**src/rtl/framebuffer_prefetch.sv**
```systemverilog
// Pixel prefetch between the RP2040 framebuffer pins and the VGA core.
// Credit-limited strobes feed a first-word-fall-through gray-pixel FIFO.
module framebuffer_prefetch #(
    parameter int DEPTH       = 4,
    parameter int PIXEL_WIDTH = 4,
    parameter int LATENCY     = 2
) (
    input  logic                   clk,
    input  logic                   rst,
    input  logic                   frame_start,
    input  logic                   pixel_req,
    output logic [PIXEL_WIDTH-1:0] pixel_out,
    output logic                   pixel_valid,
    output logic                   underrun,
    output logic                   frame_next_pixel_out,
    output logic                   frame_reset_out,
    input  logic [PIXEL_WIDTH-1:0] frame_pixel_in
);

    localparam int AW = $clog2(DEPTH);

    typedef enum logic [1:0] {IDLE, REWIND, STREAM} state_t;

    state_t                 state_q, state_d;
    logic                   rw_cnt_q, rw_cnt_d;
    logic                   strobe, strobe_q;
    logic [LATENCY-1:0]     sr_q, sr_d;
    logic [AW-1:0]          wr_q, wr_d, rd_q, rd_d;
    logic [AW:0]            occ_q, occ_d;
    logic                   und_q, und_d;
    logic [PIXEL_WIDTH-1:0] mem_q [DEPTH];
    logic                   flush, push, pop, valid;
    logic [31:0]            pending;

    always_ff @(posedge clk or posedge rst) begin
        if (rst) begin
            state_q  <= IDLE;
            rw_cnt_q <= 1'b0;
        end else begin
            state_q  <= state_d;
            rw_cnt_q <= rw_cnt_d;
        end
    end

    always_comb begin
        state_d  = state_q;
        rw_cnt_d = rw_cnt_q;
        if (frame_start) begin
            state_d  = REWIND;
            rw_cnt_d = 1'b0;
        end else if (state_q == REWIND) begin
            if (rw_cnt_q) begin
                state_d  = STREAM;
                rw_cnt_d = 1'b0;
            end else begin
                rw_cnt_d = 1'b1;
            end
        end
    end

    // Pixels already in the FIFO plus those still in the RP2040 pipe.
    always_comb begin
        pending = 32'(occ_q);
        for (int i = 0; i < LATENCY; i++) begin
            pending = pending + 32'(sr_q[i]);
        end
    end

    always_comb begin
        frame_reset_out = (state_q == REWIND);
        strobe = (state_q == STREAM) && !frame_start && !strobe_q
                 && (pending < 32'(DEPTH));
    end

    assign frame_next_pixel_out = strobe;

    always_comb begin
        flush = frame_start || (state_q == REWIND);
        valid = (occ_q != '0);
        push  = sr_q[LATENCY-1] && !flush;
        pop   = pixel_req && valid && !flush;
        sr_d  = flush ? '0 : ((sr_q << 1) | LATENCY'(strobe));
        wr_d  = wr_q;
        rd_d  = rd_q;
        occ_d = occ_q;
        if (push) wr_d = wr_q + AW'(1);
        if (pop)  rd_d = rd_q + AW'(1);
        if (push && !pop) occ_d = occ_q + (AW+1)'(1);
        if (pop && !push) occ_d = occ_q - (AW+1)'(1);
        und_d = und_q || (pixel_req && !valid);
        if (flush) begin
            wr_d  = '0;
            rd_d  = '0;
            occ_d = '0;
            und_d = 1'b0;
        end
    end

    always_ff @(posedge clk or posedge rst) begin
        if (rst) begin
            strobe_q <= 1'b0;
            sr_q     <= '0;
            wr_q     <= '0;
            rd_q     <= '0;
            occ_q    <= '0;
            und_q    <= 1'b0;
        end else begin
            strobe_q <= strobe;
            sr_q     <= sr_d;
            wr_q     <= wr_d;
            rd_q     <= rd_d;
            occ_q    <= occ_d;
            und_q    <= und_d;
        end
    end

    // Storage needs no reset: pixel_out is gated by occupancy.
    always_ff @(posedge clk) begin
        if (push) mem_q[wr_q] <= frame_pixel_in;
    end

    assign pixel_valid = valid;
    assign pixel_out   = valid ? mem_q[rd_q] : '0;
    assign underrun    = und_q;

endmodule

```
**config.mk**
```make
export PLATFORM = sky130hd
export DESIGN_NAME = framebuffer_prefetch
export DESIGN_NICKNAME = d
export VERILOG_FILES = /design/src/rtl/framebuffer_prefetch.sv
export SDC_FILE = /design/constraint.sdc
export NUM_CORES = 1
export LEC_CHECK = 0
export ABC_AREA = 1
export CORE_AREA = 2 2 67 69
export DETAILED_ROUTE_END_ITERATION = 7
export DIE_AREA = 0 0 69 71
export PLACE_DENSITY_LB_ADDON = 0.08
export RECOVER_POWER = 100
export SYNTH_ARGS = -nofsm -noshare
export SYNTH_HDL_FRONTEND = slang
export SYNTH_SLANG_ARGS = --single-unit
```
**constraint.sdc**
```tcl
create_clock -name clk -period 1.9 [get_ports clk]
set_clock_uncertainty 0.05 [all_clocks]
set_input_delay 0.38 -clock clk [delete_from_list [all_inputs] [get_ports clk]]
set_output_delay 0.38 -clock clk [all_outputs]
set_load 0.05 [all_outputs]
```
==> summary.txt <==
Status
  • Status: finished, violations left
  • Failing checks: negative setup slack

Yosys
  • Number of flops mapped to enable cells by yosys: 16
  • Synth top area share: 0.336
  • Synthesized flop and latch total: 30
  • Avg Cell Area, Syn: 10.3 um^2
  • Mapped Area: 1430 um^2
  • Syn_nets: 153
  • Area contributors post-synth: edfxtp_1, dfrtp_1, nor2_1
  • Synth Flop Type: edfxtp_1
  • Fraction of registers with async set/reset: 0.467
  • Cells after Synth: 139
  • Synth warn: 0
  • Post-synth top cells: nor2_1, inv_1, edfxtp_1
  • Seq/Total Area, Yosys: 0.581
  • Cell with the most instances after synthesis: nor2_1
  • Netlist cell types: 22
  • Synth area leader: edfxtp_1

STA
  • Final Hold Viols: 0
  • Crit path time final: 1.95 ns
  • RSZ-0062 raised after global routing: yes
  • Final Max Slew Viols: 0
  • Slew @ Worst Pin: 0.589 ns
  • Worst hold slack: 0.447 ns
  • Fin Setup TNS: -0.0700 ns
  • Setup WS post-layout: -0.0526 ns
  • Final Cycle Share: 1.03
  • Max Clk Rate: 0.512 GHz
  • Max-slew headroom at the worst pin: 0.607
  • Final setup vio count: 2

Worst hold path
  • Worst Min Path Start: strobe_q
  • Hold depth: 1
  • Min-delay worst type: register to register
  • Worst Hold End: sr_q[0]

Floorplan
  • Full die area: 4900 um^2
  • Standard-cell rows: 24
  • Num ports: 16
  • Initial core utilization: 0.340
  • Die Height: 71 um
  • Core Region: 4200 um^2
  • DIE WIDTH: 69 um

GRT
  • Vias in the first global route: 1,054
  • Grt ovf: 0
  • Global-route wire length before repair: 4820 um
  • Initial antenna violation count: 0
  • Total GRT Usage: 0.128
  • Largest net degree at the start of global routing: 15

Placed design
  • DP HPWL: 2030 um
  • Gpl congestion: 0.745
  • Dpl cells: 219
  • Placed cell area: 1820 um^2
  • IO buf count: 15

CTS
  • H-tree depth: 2
  • Sink Count: 30
  • Worst-path clk slew: 0.06 ns
  • CTS tree: built
  • Hold buffers post-CTS: 0
  • Deepest clock path buffer count: 2
  • Total CTS buffers: 5
  • Clock root buffer: clkbuf_8
  • Later-pin clock latency in the skew report: 0.28 ns

Pwr
  • Internal cell power: 1100 uW
  • Sequential share of power: 0.471
  • Peak supply drop: 0.416 mV
  • Design Power: 1500 uW
  • Switching Fraction: 0.271
  • Clock share of power: 0.357
  • Power Dens Cells: 763 nW/um^2
  • Leakage power: 0.000854 uW
  • Net Switching: 408 uW
  • Comb pwr share: 0.172

Finish
  • Post-route insts no fill: 234
  • Fin area: 1970 um^2
  • Synth-to-layout area growth: 37.9%
  • N_diodes: 0
  • Share of post-route cells with drive strength above 1: 0.319
  • Final #Nets: 195

Worst setup path
  • Worst-case reg-to-reg path depth: 11
  • Register-to-register setup slack: 0.05 ns
  • Crit. End Element: output pin
  • Critical Path Start Type: register
  • CP max FO: 2
  • Worst Path Required: 1.47 ns
  • Kind of critical path: register to output pin
  • Reg2Reg Launch Point: occ_q[0]
  • R2R Path End: occ_q[2]
  • Worst EP arrival: 1.52 ns

Detailed routing
  • Remaining antenna violation count after routing: 0
  • Vias per Instance: 4.51
  • First-pass DRT Iterations: 4
  • Vias: 1,055
  • Final wirelength: 2830 um
  • DR DRC count: 0
  • WL/cell: 12.1 um
  • Drt initial violations: 69

Run
  • Max-Cap Viols: 0
## state kept, by name (all words and copies together) (netlist names)
register	count
state_q	2
sr_q	2
underrun	1
mem_q	16
rw_cnt_q	1
rd_q	2
strobe_q	1
wr_q	2
occ_q	3
## logic make-up after synthesis
kind of cell / count (synthesis) / share of synthesized area
buffers and inverters: 22 / 0.0587
XOR/XNOR: 1 / 0.00613
AND/OR/NAND/NOR: 56 / 0.200
AO/OA/AOI/OAI: 24 / 0.0963
flip-flops: 30 / 0.581
adder cells (fa/ha/maj): 6 / 0.0578
## worst max-delay path, cell delays in order (launching register included)
cell,delay (ns)
dfrtp_1,0.38
ha_1,0.30
a21oi_2,0.14
o21ai_2,0.08
nor3_4,0.17
buf_12,0.17
## final cells by class
type	instances	area, um^2
Clock buffer	6	82.6
Clock inverter	2	12.5
Fill cell	401	2230
Inverter	21	83.8
Multi-Input combinational cell	87	532
Sequential cell	30	835
Tap cell	52	65.1
Timing Repair Buffer	36	360
## metrics by stage
stage / worst slack (ns) / util
after floorplan: -0.0898 / -
after global placement: -0.182 / 0.434
after detailed placement: -0.219 / 0.434
after CTS: -0.139 / 0.470
after global routing: -0.128 / 0.469
final: -0.0526 / 0.469
## worst max path at each step
stage	depth (start not counted)	endpoint	slack, ns	start
global route	5	frame_next_pixel_out	-0.13	sr_q[1]
finish	5	frame_next_pixel_out	-0.05	sr_q[1]
CTS	5	frame_next_pixel_out	-0.14	sr_q[1]
floorplan	4	pixel_out[0]	-0.09	occ_q[0]
detailed placement	12	occ_q[2]	-0.22	frame_start
global placement	12	occ_q[2]	-0.18	frame_start
## cells in the final DEF, fill, tap and decap left out, types with 2 or more instances in the layout
cell,n
a21oi_1,4
a21oi_2,5
buf_12,7
buf_4,15
clkbuf_1,3
clkbuf_2,2
clkbuf_8,6
clkdlybuf4s50_1,2
dfrtp_1,11
dfrtp_2,3
dlygate4sd3_1,5
edfxtp_1,16
ha_1,5
inv_1,15
inv_2,3
inv_4,2
nand2_1,17
nand2_4,4
nand3_1,2
nand4_1,2
nor2_1,25
o21ai_0,11
## timing repair
item                       CTS  global route
setup endpoints to repair    5             5
pin swaps                    3             6
resized for setup           11             9
buffers inserted             5             2
## routing by layer
| metal | wire length [um] | global-route usage | vias up |
|---|---|---|---|
| li1 | - | - | 537 |
| met1 | 1410 | 0.168 | 492 |
| met2 | 1240 | 0.188 | 17 |
| met3 | 107 | 0.0442 | 9 |
| met4 | 74 | 0.0654 | 0 |
| met5 | 0 | 0 | - |
## power groups by stage
| stage | clock, uW | sequential, uW | combinational, uW |
|---|---|---|---|
| 3_5_place_dp | 0 | 727 | 264 |
| 2_1_floorplan | 0 | 731 | 134 |
| 3_3_place_gp | 0 | 726 | 261 |
| 5_1_grt | 576 | 711 | 279 |
| 6_report | 536 | 709 | 258 |
| 4_1_cts | 551 | 712 | 276 |
No activity file was read; power rests on OpenSTA's default activity.
